<file path="config.mk">
export PLATFORM = sky130hd
export DESIGN_NAME = key_tx_bridge
export DESIGN_NICKNAME = d
export VERILOG_FILES = /design/src/rtl/key_tx_bridge.sv
export SDC_FILE = /design/constraint.sdc
export NUM_CORES = 1
export LEC_CHECK = 0
export BUFFER_PORTS_ARGS = -buffer_cell sky130_fd_sc_hd__buf_4
export CAP_MARGIN = 20
export CORE_ASPECT_RATIO = 0.5
export CORE_MARGIN = 10
export CORE_UTILIZATION = 55
export CTS_CLUSTER_DIAMETER = 30
export CTS_CLUSTER_SIZE = 30
export DETAILED_ROUTE_END_ITERATION = 10
export PLACE_DENSITY = 0.81
export SKIP_LAST_GASP = 1
export SLEW_MARGIN = 20
export SYNTH_ARGS = -nofsm -noshare
export SYNTH_HDL_FRONTEND = slang
export SYNTH_SLANG_ARGS = --single-unit
</file>
<file path="constraint.sdc">
create_clock -name clk -period 4.6 [get_ports clk]
set_clock_uncertainty 0.15 [all_clocks]
set_input_delay 0.23 -clock clk [delete_from_list [all_inputs] [get_ports clk]]
set_output_delay 0.23 -clock clk [all_outputs]
set_load 0.005 [all_outputs]
</file>
<file path="src/rtl/key_tx_bridge.sv">
// key_tx_bridge: turns debounced PS/2 make codes into ASCII bytes, queues them
// in a small FIFO and feeds them to uart_tx one frame at a time.
module key_tx_bridge #(
    parameter int DEPTH         = 8,
    parameter int STABLE_CYCLES = 1000
) (
    input  logic       clk,
    input  logic       rst,
    input  logic [7:0] key,
    input  logic       shift,
    input  logic       tx_active,
    input  logic       tx_done,
    output logic       tx_wr,
    output logic [7:0] tx_data,
    output logic [4:0] fifo_count,
    output logic       overflow
);

    localparam int AW = (DEPTH > 1) ? $clog2(DEPTH) : 1;
    localparam int CW = $clog2(STABLE_CYCLES + 1);
    localparam logic [CW-1:0] STABLE_MAX = CW'(STABLE_CYCLES);
    localparam logic [CW-1:0] STABLE_HIT = CW'(STABLE_CYCLES - 1);
    localparam logic [CW-1:0] CNT_ONE    = CW'(1);
    localparam logic [AW-1:0] PTR_ONE    = AW'(1);
    localparam logic [4:0]    DEPTH_C    = 5'(DEPTH);

    typedef enum logic [1:0] {
        S_IDLE = 2'd0,
        S_LOAD = 2'd1,
        S_BUSY = 2'd2
    } state_t;

    // Set-2 make code to ASCII; bit 8 flags a mapped code.
    function automatic logic [8:0] f_translate(input logic [7:0] code, input logic shift_held);
        logic [7:0] letter_base;
        logic [8:0] result;
        letter_base = shift_held ? 8'h41 : 8'h61;
        result      = 9'h000;
        case (code)
            8'h1C: result = {1'b1, letter_base + 8'd0};
            8'h32: result = {1'b1, letter_base + 8'd1};
            8'h21: result = {1'b1, letter_base + 8'd2};
            8'h23: result = {1'b1, letter_base + 8'd3};
            8'h24: result = {1'b1, letter_base + 8'd4};
            8'h2B: result = {1'b1, letter_base + 8'd5};
            8'h34: result = {1'b1, letter_base + 8'd6};
            8'h33: result = {1'b1, letter_base + 8'd7};
            8'h43: result = {1'b1, letter_base + 8'd8};
            8'h3B: result = {1'b1, letter_base + 8'd9};
            8'h42: result = {1'b1, letter_base + 8'd10};
            8'h4B: result = {1'b1, letter_base + 8'd11};
            8'h3A: result = {1'b1, letter_base + 8'd12};
            8'h31: result = {1'b1, letter_base + 8'd13};
            8'h44: result = {1'b1, letter_base + 8'd14};
            8'h4D: result = {1'b1, letter_base + 8'd15};
            8'h15: result = {1'b1, letter_base + 8'd16};
            8'h2D: result = {1'b1, letter_base + 8'd17};
            8'h1B: result = {1'b1, letter_base + 8'd18};
            8'h2C: result = {1'b1, letter_base + 8'd19};
            8'h3C: result = {1'b1, letter_base + 8'd20};
            8'h2A: result = {1'b1, letter_base + 8'd21};
            8'h1D: result = {1'b1, letter_base + 8'd22};
            8'h22: result = {1'b1, letter_base + 8'd23};
            8'h35: result = {1'b1, letter_base + 8'd24};
            8'h1A: result = {1'b1, letter_base + 8'd25};
            8'h45: result = {1'b1, 8'h30};
            8'h16: result = {1'b1, 8'h31};
            8'h1E: result = {1'b1, 8'h32};
            8'h26: result = {1'b1, 8'h33};
            8'h25: result = {1'b1, 8'h34};
            8'h2E: result = {1'b1, 8'h35};
            8'h36: result = {1'b1, 8'h36};
            8'h3D: result = {1'b1, 8'h37};
            8'h3E: result = {1'b1, 8'h38};
            8'h46: result = {1'b1, 8'h39};
            8'h29: result = {1'b1, 8'h20};
            8'h5A: result = {1'b1, 8'h0D};
            default: result = 9'h000;
        endcase
        return result;
    endfunction

    logic [7:0]    r_key_s1, r_key_s2, r_key_prev, r_last_key;
    logic          r_shift_s1, r_shift_s2;
    logic [CW-1:0] r_stab_cnt;
    logic [7:0]    r_mem [DEPTH];
    logic [AW-1:0] r_wr_ptr, r_rd_ptr;
    logic [4:0]    r_count;
    logic          r_overflow;
    logic [7:0]    r_tx_data;
    state_t        r_state, w_next_state;

    logic          w_match, w_stable, w_accept, w_push, w_full, w_wr_en;
    logic [8:0]    w_xlat;
    logic          w_tx_wr, w_pop, w_load;

    // Two-flop synchronizers for the asynchronous keyboard inputs.
    always_ff @(posedge clk or posedge rst) begin
        if (rst) begin
            r_key_s1   <= 8'h00;
            r_key_s2   <= 8'h00;
            r_shift_s1 <= 1'b0;
            r_shift_s2 <= 1'b0;
        end else begin
            r_key_s1   <= key;
            r_key_s2   <= r_key_s1;
            r_shift_s1 <= shift;
            r_shift_s2 <= r_shift_s1;
        end
    end

    // The stable pulse fires once, on the cycle the held value completes its window.
    assign w_match  = (r_key_s2 == r_key_prev);
    assign w_stable = w_match && (r_stab_cnt == STABLE_HIT);
    assign w_xlat   = f_translate(r_key_s2, r_shift_s2);
    assign w_accept = w_stable && (r_key_s2 != 8'h00) && (r_key_s2 != r_last_key);
    assign w_push   = w_accept && w_xlat[8];

    // Stability counter (saturating) and last accepted/stable key tracking.
    always_ff @(posedge clk or posedge rst) begin
        if (rst) begin
            r_key_prev <= 8'h00;
            r_stab_cnt <= '0;
            r_last_key <= 8'h00;
        end else begin
            r_key_prev <= r_key_s2;
            if (!w_match) begin
                r_stab_cnt <= '0;
            end else if (r_stab_cnt != STABLE_MAX) begin
                r_stab_cnt <= r_stab_cnt + CNT_ONE;
            end
            if (w_stable) begin
                r_last_key <= r_key_s2;
            end
        end
    end

    // A full FIFO still accepts a push when the same cycle pops.
    assign w_full  = (r_count == DEPTH_C);
    assign w_wr_en = w_push && (!w_full || w_pop);

    // FIFO storage; contents need no reset since occupancy is tracked separately.
    always_ff @(posedge clk) begin
        if (w_wr_en) begin
            r_mem[r_wr_ptr] <= w_xlat[7:0];
        end
    end

    // FIFO pointers, occupancy and sticky overflow flag.
    always_ff @(posedge clk or posedge rst) begin
        if (rst) begin
            r_wr_ptr   <= '0;
            r_rd_ptr   <= '0;
            r_count    <= 5'd0;
            r_overflow <= 1'b0;
        end else begin
            if (w_wr_en) begin
                r_wr_ptr <= r_wr_ptr + PTR_ONE;
            end
            if (w_pop) begin
                r_rd_ptr <= r_rd_ptr + PTR_ONE;
            end
            case ({w_wr_en, w_pop})
                2'b10:   r_count <= r_count + 5'd1;
                2'b01:   r_count <= r_count - 5'd1;
                default: r_count <= r_count;
            endcase
            if (w_push && w_full && !w_pop) begin
                r_overflow <= 1'b1;
            end
        end
    end

    // TX FSM state register.
    always_ff @(posedge clk or posedge rst) begin
        if (rst) begin
            r_state <= S_IDLE;
        end else begin
            r_state <= w_next_state;
        end
    end

    // TX FSM next state: never strobe into a transmitter that is still busy.
    always_comb begin
        w_next_state = r_state;
        case (r_state)
            S_IDLE: begin
                if ((r_count != 5'd0) && !tx_active) begin
                    w_next_state = S_LOAD;
                end else begin
                    w_next_state = S_IDLE;
                end
            end
            S_LOAD: w_next_state = S_BUSY;
            S_BUSY: begin
                if (tx_done) begin
                    w_next_state = S_IDLE;
                end else begin
                    w_next_state = S_BUSY;
                end
            end
            default: w_next_state = S_IDLE;
        endcase
    end

    // TX FSM outputs: head byte latched on entry to LOAD, popped during LOAD.
    always_comb begin
        w_tx_wr = 1'b0;
        w_pop   = 1'b0;
        w_load  = 1'b0;
        case (r_state)
            S_IDLE: w_load = (w_next_state == S_LOAD);
            S_LOAD: begin
                w_tx_wr = 1'b1;
                w_pop   = 1'b1;
            end
            default: begin
                w_tx_wr = 1'b0;
                w_pop   = 1'b0;
            end
        endcase
    end

    // Transmit data register; holds until the next LOAD.
    always_ff @(posedge clk or posedge rst) begin
        if (rst) begin
            r_tx_data <= 8'h00;
        end else if (w_load) begin
            r_tx_data <= r_mem[r_rd_ptr];
        end
    end

    assign tx_wr      = w_tx_wr;
    assign tx_data    = r_tx_data;
    assign fifo_count = r_count;
    assign overflow   = r_overflow;

endmodule
</file>
======== Word level (Yosys, flattened, before mapping) ========
Memory sizes are Yosys's and may differ from the RTL's. A register that Yosys moved wholly into a read port is not among the register bits.
Index checks and enable logic that the tools add are counted.
storage, ports and cells
  register bits ........................... 58
  latch bits .............................. 0
  memory bits (writable) .................. 64
  memory bits (read-only) ................. 0
  input port bits ......................... 13
  output and inout port bits .............. 15
  logic and storage cells ................. 120
  memories ................................ 1
memory list
  memory  words  width  rd ports  clocked after memory_dff  write ports  line  source
  r_mem   8      8      1         1                         1            86    logic [7:0] r_mem [DEPTH];
operators by class
  add/sub/neg operators ................... 30
  multipliers ............................. 0
  div/mod/pow operators ................... 0
  $lt $le $gt $ge ......................... 0
  equal/unequal tests ..................... 49
  shift-type cells ........................ 0
  multiplexer cells ....................... 12
  bitwise operators ....................... 0
  reductions and logical operators ........ 16
operators by type and width
  kind                   count
  $pmux 9 s38            1
  $eq 8x6->1 const B     23
  $add 7x5->8 const B    10
  $add 7x4->8 const B    8
  $eq 8x7->1 const B     8
  $eq 8x5->1 const B     7
  $add 7x3->8 const B    4
  $mux 10                2
  $add 7x2->8 const B    2
  $add 10x1->10 const B  1
  $eq 10x10->1 const B   1
  $ne 10x10->1 const B   1
  $pmux 5 s2             1
  $add 7x1->8 const B    1
  $eq 8x8->1             1
  $logic_and 1x1->1      8
  $ne 8x8->1             1
  $reduce_bool 8->1      1
  $add 3x1->3 const B    2
  $eq 2x1->1 const B     3
  $mux 6                 1
  $pmux 2 s3             1
  $add 5x1->5 const B    1
  $eq 5x4->1 const B     1
  other kinds (10)       17

======== Depth between registers and ports, before layout ========
Gate-level depths: netlist of the first run.
  depth after elaboration ................. 8
  depth in mapped cells ................... 16
  gate-level depth less buffers ........... 14

======== Worst setup path before layout of the first run ========
No wires, ideal clock.
  kind .................................... register to register
  start point ............................. register r_key_s2[4]
  end point ............................... register r_count[4], in the netlist fifo_count[4]
  library setup time ...................... 0.123 ns
  arrival time ............................ 3.455 ns
  required time ........................... 4.327 ns
  path slack .............................. 0.872 ns
  cell stages (with the launch flop) ...... 16
  path buffers ............................ 1
  clock period less this slack ............ 3.728 ns
  cells stage by stage .................... dfrtp_1 -> buf_4 -> xnor2_1 -> mux2i_1 -> o22ai_1 -> nor4bb_1 -> a21o_1 -> and2_1 -> inv_1 -> fa_1 -> inv_1 -> a21o_1 -> a21oi_1 -> a2111oi_0 -> a31oi_1 -> xnor2_1
on the way
  longest elaborated chain between the ends .. 8
  elaborated cells on any way between the ends .. 51
  classes of those cells .................. eq/ne (42); mux (2); reduce/logical (7)
ends and longest elaborated chain
  item                                                    line  source
  start: declaration                                      83    logic [7:0] r_key_s1, r_key_s2, r_key_prev, r_last_key;
  start signal: assignment                                106   r_key_s2 <= r_key_s1;
  branches (longest 4 deep; another with $pmux 9 s38)     --
  $logic_and 1x1->1 *                                     117   assign w_push = w_accept && w_xlat[8];
  $logic_and 1x1->1 *                                     140   assign w_wr_en = w_push && (!w_full || w_pop);
  $eq 2x1->1 / $eq 2x2->1 (equally long branches)         163   case ({w_wr_en, w_pop})
  $pmux 5 s2 / $reduce_bool 2->1 (equally long branches)  --
  end signal: assignment                                  164   2'b10: r_count <= r_count + 5'd1;
  end signal: assignment                                  165   2'b01: r_count <= r_count - 5'd1;
  end signal: assignment                                  166   default: r_count <= r_count;
  end: declaration                                        88    logic [4:0] r_count;
Every way passes the cells marked *.
A chain may end at the register's enable or synchronous reset.

======== Final worst setup path of the first run ========
Ends and elaborated chain as after synthesis.

==> impl_metrics.json, run 1 <==
{
  "synth_commonest_cells": "dfrtp_1, edfxtp_1, nand2_1",
  "combPwrFrac_pct": 4.3,
  "routed_wl_um": 12510,
  "hp-start": "r_key_s1[4]",
  "yosysTopAreaCellShare_pct": 31.78,
  "power_uw": 2791,
  "p_sw_uw": 631.3,
  "syn_area_mm2": 0.006047,
  "critPathMaxStageDelay_ns": 0.79,
  "status": "finished clean",
  "internal_power_uw": 2159,
  "crit_fanout": 18,
  "ys_seq_area_share_pct": 59.09,
  "grt_pass1_wl_um": 20670,
  "dieHeight_um": 94.15,
  "p_clk_share_pct": 50.8,
  "yosysMostFrequentCell": "dfrtp_1",
  "grt_usage_pct": 16.46,
  "ir_drop_uv": 217.5,
  "cts-root-buf": "clkbuf_16",
  "rr_startpoint": "r_key_s2[4]",
  "swShare_pct": 22.62,
  "power.leakage_uw": 0.002943,
  "hold_viol": 0,
  "timing.max_cap.violations": 0,
  "rsz0062_at_grt": "no",
  "crit_start": "r_key_s2[4]",
  "fin_nets": 539,
  "worstPathCellList": "buf_4 -> nor4b_2 -> o211a_1 -> o21ai_0 -> nor4bb_1 -> buf_4 -> a21o_1 -> and2_1 -> ha_1 -> a21o_1 -> a21oi_1 -> a2111oi_0 -> a31oi_1 -> xnor2_1",
  "synth_top_area_cell": "edfxtp_1",
  "layout-drive-gt1-share_pct": 22.26,
  "layout_min_cycle_time_ns": 4.308,
  "cp-end-kind": "flip-flop",
  "io_buffer_count": 27,
  "cts_tree": "yes",
  "wl_met1_um": 5669,
  "crit_path_top_delay_cell": "nor4b_2",
  "cts_max_path_buffers": 2,
  "drt.antenna.violating_nets": 0,
  "met2WireLength_um": 5678,
  "placeableCoreArea_mm2": 0.01048,
  "post_drt_wl_per_cell_um": 18.67,
  "slew_violations": 0,
  "fp-row-count": 26,
  "path_class": "reg2reg",
  "grt_pass1_vias": 3894,
  "synth_area_per_cell_um2": 13.03,
  "start_kind": "flip-flop",
  "syn2layout_area_growth_pct": 19.24,
  "vias_per_cell": 5.861,
  "ys.flop_type": "dfrtp_1",
  "relSlewSlack_pct": 38.30,
  "setup_viol": 0,
  "design_area_mm2": 0.007211,
  "drc_errors": 0,
  "antenna_found_initial": 0,
  "clkTransAtPathRegs_ns": 0.06,
  "cts-htree-levels": 4,
  "fin_crit_sh_pct": 93.65,
  "first_pass_iters": 5,
  "synth_area_leaders": "edfxtp_1, dfrtp_1, mux4_2, xnor2_1, mux2i_1",
  "syn-instance-count": 464,
  "syn_nets": 486,
  "wl_met3_um": 944,
  "die_w_um": 168.3,
  "post-route-util_pct": 68.84,
  "ios": 28,
  "cp.required_ns": 4.75,
  "clkSinkCount": 130,
  "fmax_ghz": 0.2321,
  "initial_utilization_pct": 57.73,
  "drtIter0Drc": 328,
  "grt_max_degree": 67,
  "dp_hpwl_um": 8001,
  "grt_overflow_total": 0,
  "antennaDiodeCount": 0,
  "yosys_warnings": 0,
  "arrival_ns": 4.45,
  "cts_made_buffers": 17,
  "die_area_mm2": 0.01584,
  "powerDensity_mw_per_mm2": 387.0,
  "dpl_cell_area_mm2": 0.006466,
  "nFillCells": 748,
  "whs_ns": 0.1986,
  "topRoutingLayerUsed": "met4",
  "worst_pin_slew_ns": 0.9159,
  "post_cts_buffers": 0,
  "synth_edf_count": 64,
  "gp_congestion": 0.9302,
  "via_count": 3927,
  "ys_seq_elements": 130,
  "clk_latency_ns": 0.41,
  "pwr-share-seq_pct": 44.9,
  "tns_ns": 0,
  "async_flop_share_pct": 50.77,
  "yosys.cell_types.count": 62,
  "hold_path.class": "reg2reg"
}
state kept, by name (all words and copies together) (netlist names), 2 cells and up:
name / flops
r_last_key: 8
fifo_count: 5
r_key_s2: 8
r_wr_ptr: 3
r_state: 2
tx_data: 8
r_rd_ptr: 3
r_mem: 64
r_key_s1: 8
r_key_prev: 8
r_stab_cnt: 10
final timing paths:
check,to,slack [ns],cells after the start
max in group asynchronous,r_rd_ptr[0],3.22,4
min in group asynchronous,r_shift_s2,0.46,4
max reg2reg,fifo_count[4],0.29,14
max,fifo_count[4],0.29,14
min reg2reg,r_key_s2[4],0.20,0
min,r_key_s2[4],0.20,0
layout by cell type (no fill, tap or decap), types with 11 or more instances in the layout:
cell type	netlist	layout
buf_4	5	50
edfxtp_1	64	64
nor2_1	25	25
xnor2_1	31	31
dlygate4sd3_1	0	11
mux2i_1	14	14
clkbuf_16	0	17
mux4_2	16	16
nor4_1	12	11
nand3_1	12	12
nand2_1	34	34
dfrtp_1	66	65
inv_1	16	15
o21ai_0	21	21
power by group through the flow:
stage          Sequential (uW)  Clock (uW)  Combinational (uW)
3_3_place_gp              1280           0                 112
2_1_floorplan             1270           0                77.8
6_report                  1250        1420                 120
3_5_place_dp              1280           0                 111
4_1_cts                   1250        1440                 119
5_1_grt                   1250        1500                 133
routing by layer:
metal  vias up  global-route usage (%)
met4         0                   6.628
met5         -                       0
met2       171                   25.46
met1      1907                   21.07
li1       1831                       -
met3        18                   5.430
metrics by stage:
stage                     instances  setup slack, ns
after floorplan                 464           0.8720
after global routing            670          0.03794
after detailed placement        627           0.4183
final                           670           0.2919
after CTS                       670           0.3958
after global placement          627           0.4089
area by class of cell:
class                      count  area [um2]  share of cell area (%)
clock inverter                15       193.9                   2.690
multi-input combinational    290        2292                   31.79
clock buffer                  17       425.4                   5.900
timing repair buffer          61       485.5                   6.733
sequential                   130        3575                   49.57
tap                          140       175.2                   2.429
inverter                      17       63.81                  0.8850
cell families (layout without fill, tap and decap cells):
kind of cell	after synthesis	count (layout)	share of synthesized area (%)
and+or+nand+nor	144	144	13.33
buffers and inverters	44	110	3.228
AOI/OAI and AO/OA	62	62	6.891
adders and majority gates	9	9	1.986
DFF	130	130	59.09
xor gates and xnor gates	36	36	5.214
muxes	39	39	10.26
worst max-delay path: cells and delay by family, from the launching register on:
family                     cells  cell delay, ns
AOI/OAI and AO/OA              7            1.35
xor gates and xnor gates       1            0.14
adders and majority gates      1            0.33
buffers and inverters          2            0.44
DFF                            1            0.59
and+or+nand+nor                3            1.19
timing repair:
action                                  4_1_cts  5_1_grt
gates resized for setup                       0        1
hold buffers                                 11        0
endpoints found under the setup margin        0        1
hold endpoints to repair                     76        0
Power figures use the tool's default switching activity.
==> run 2: changes to the inputs <==
--- a/config.mk
+++ b/config.mk
@@ -7,7 +7,6 @@
 export LEC_CHECK = 0
 export BUFFER_PORTS_ARGS = -buffer_cell sky130_fd_sc_hd__buf_4
 export CAP_MARGIN = 20
-export CORE_ASPECT_RATIO = 0.5
 export CORE_MARGIN = 10
 export CORE_UTILIZATION = 55
 export CTS_CLUSTER_DIAMETER = 30
==> run 2 against run 1 <==
  * Sequential power about the same
  * Final area rose by 0.76%
  * Clock power rose by 5%
  * Worst setup slack improved by 0.035 ns
  * Sequential cell count unchanged
  * Largest power group unchanged
  * Count of clock-buffer cells in the layout is 1 higher
  * Non-clock buffer count up 1
  * Fmax up 0.83%
==> impl_metrics.json, run 2 (synthesis gave the netlist of run 1 again) <==
{
  "drt.antenna.violating_nets": 0,
  "cts_max_path_buffers": 2,
  "die_w_um": 124.9,
  "die_area_mm2": 0.01559,
  "status": "finished clean",
  "routed_wl_um": 12880,
  "vias_per_cell": 5.867,
  "path_class": "reg2reg",
  "grt_pass1_vias": 4136,
  "timing.max_cap.violations": 0,
  "gp_congestion": 0.9001,
  "min_path_cells": 0,
  "relSlewSlack_pct": 41.71,
  "power_uw": 2869,
  "cp.required_ns": 4.86,
  "io_buffer_count": 27,
  "largest_reg_flops": 64,
  "cts-htree-levels": 4,
  "antenna_found_initial": 0,
  "fp-row-count": 38,
  "r2r_slack_ns": 0.33,
  "ios": 28,
  "arrival_ns": 4.53,
  "initial_utilization_pct": 56.03,
  "power.leakage_uw": 0.002967,
  "hold_path.class": "reg2reg",
  "grt_overflow_total": 0,
  "fin_crit_sh_pct": 92.88,
  "crit_path_top_delay_cell": "dfrtp_1",
  "hold_viol": 0,
  "post_drt_wl_per_cell_um": 19.20,
  "crit_fanout": 12,
  "critPathMaxStageDelay_ns": 0.46,
  "powerDensity_mw_per_mm2": 394.8,
  "tns_ns": 0,
  "final_common_cell": "dfrtp_1",
  "first_pass_iters": 5,
  "ff2ff_path_depth": 17,
  "layout_min_cycle_time_ns": 4.273,
  "crit_path_frequent_cell": "buf_4",
  "clkSinkCount": 130,
  "hp-start": "r_key_s1[7]",
  "worstPathCellList": "buf_4 -> nor4b_2 -> buf_4 -> o211a_1 -> o21ai_0 -> nor4bb_2 -> buf_4 -> a21o_1 -> and2_1 -> inv_1 -> fa_1 -> inv_1 -> a21o_1 -> a21oi_1 -> a2111oi_0 -> a31oi_1 -> xnor2_1",
  "grt_usage_pct": 17.33,
  "cts-root-buf": "clkbuf_8",
  "rr_endpoint": "fifo_count[4]",
  "drtIter0Drc": 386,
  "dieHeight_um": 124.9,
  "clk_latency_ns": 0.53,
  "ir_drop_uv": 382.2,
  "fin_nets": 540,
  "clkTransAtPathRegs_ns": 0.06,
  "slew_violations": 0,
  "setup_viol": 0,
  "cts_tree": "yes",
  "layout_common_cells": "dfrtp_1, edfxtp_1, buf_4",
  "via_count": 3937,
  "cp-end-kind": "flip-flop",
  "dp_hpwl_um": 8358,
  "rsz0062_at_grt": "no",
  "rr_startpoint": "r_key_s2[6]",
  "grt_max_degree": 67,
  "whs_endpoint": "r_key_s2[7]",
  "start_kind": "flip-flop",
  "placeableCoreArea_mm2": 0.01079,
  "syn2layout_area_growth_pct": 20.15,
  "largest_register": "r_mem",
  "cts_made_buffers": 17,
  "grt_pass1_wl_um": 21680,
  "antennaDiodeCount": 0,
  "layout-drive-gt1-share_pct": 22.41,
  "worst_pin_slew_ns": 0.8744,
  "drc_errors": 0,
  "biggestRegsByFlops": "r_mem: 64 flops, r_stab_cnt: 10 flops",
  "fmax_ghz": 0.2340
}
-- run 2: worst max-delay path: cells and delay by family, from the launching register on --
kind,cells,cell delay [ns]
buffers and inverters,5,0.78
AND/OR/NAND/NOR,3,0.76
adder cells (fa/ha/maj),1,0.40
flip-flops,1,0.46
XOR/XNOR,1,0.14
AO/OA/AOI/OAI,7,1.45
-- run 2: layout make-up --
class                      instances  area [um2]
sequential                       130        3575
fill                             733        3527
multi-input combinational        290        2298
timing repair buffer              62       493.0
clock buffer                      18       427.9
clock inverter                    14       232.7
tap                              140       175.2
inverter                          17       63.81
-- run 2: how the worst max path moves through the flow --
| stage | slack, ns | cells after the start | from | end |
|---|---|---|---|---|
| global placement | 0.44 | 14 | r_key_s2[4] | fifo_count[4] |
| finish | 0.33 | 17 | r_key_s2[6] | fifo_count[4] |
| floorplan | 0.87 | 15 | r_key_s2[4] | fifo_count[4] |
| detailed placement | 0.24 | 14 | r_key_s2[4] | fifo_count[4] |
| global route | 0.01 | 17 | r_key_s2[6] | fifo_count[4] |
| CTS | 0.25 | 14 | r_key_s2[4] | fifo_count[4] |
-- run 2: metal layers --
metal  up-vias  track usage (%)  share of wire [%]
met5         -                0                  0
met4         0            7.927                2.1
met3        25            5.106                4.3
met2       121            28.32                 52
met1      1963            20.70                 42
li1       1828                -                  -
-- run 2: timing repair --
| item | CTS | global route |
|---|---|---|
| setup buffers | 0 | 0 |
| hold buffers | 11 | 0 |
| gates resized for setup | 0 | 1 |
| hold endpoints to repair | 76 | 0 |
| setup endpoints to repair | 0 | 1 |
-- run 2: per-stage QoR --
stage               util (%)  hold slack (ns)  std cells  setup WS, ns  instance area (um2)
floorplan                  -           0.1114        464        0.8720                 6047
global placement       59.98           0.1817        628        0.4448                 6474
detailed placement     60.05           0.1864        628        0.2379                 6481
CTS                    67.19           0.1635        671        0.2489                 7252
global route           67.32           0.1868        671       0.01087                 7266
finish                 67.32           0.1942        671        0.3273                 7266
-- run 2: report_power, final --
part | switching [uW] | total, uW | internal [uW]
Clock | 490 | 1490 | 1000
Sequential | 14.5 | 1250 | 1240
Combinational | 71.5 | 123 | 51.8
Total | 577 | 2870 | 2290
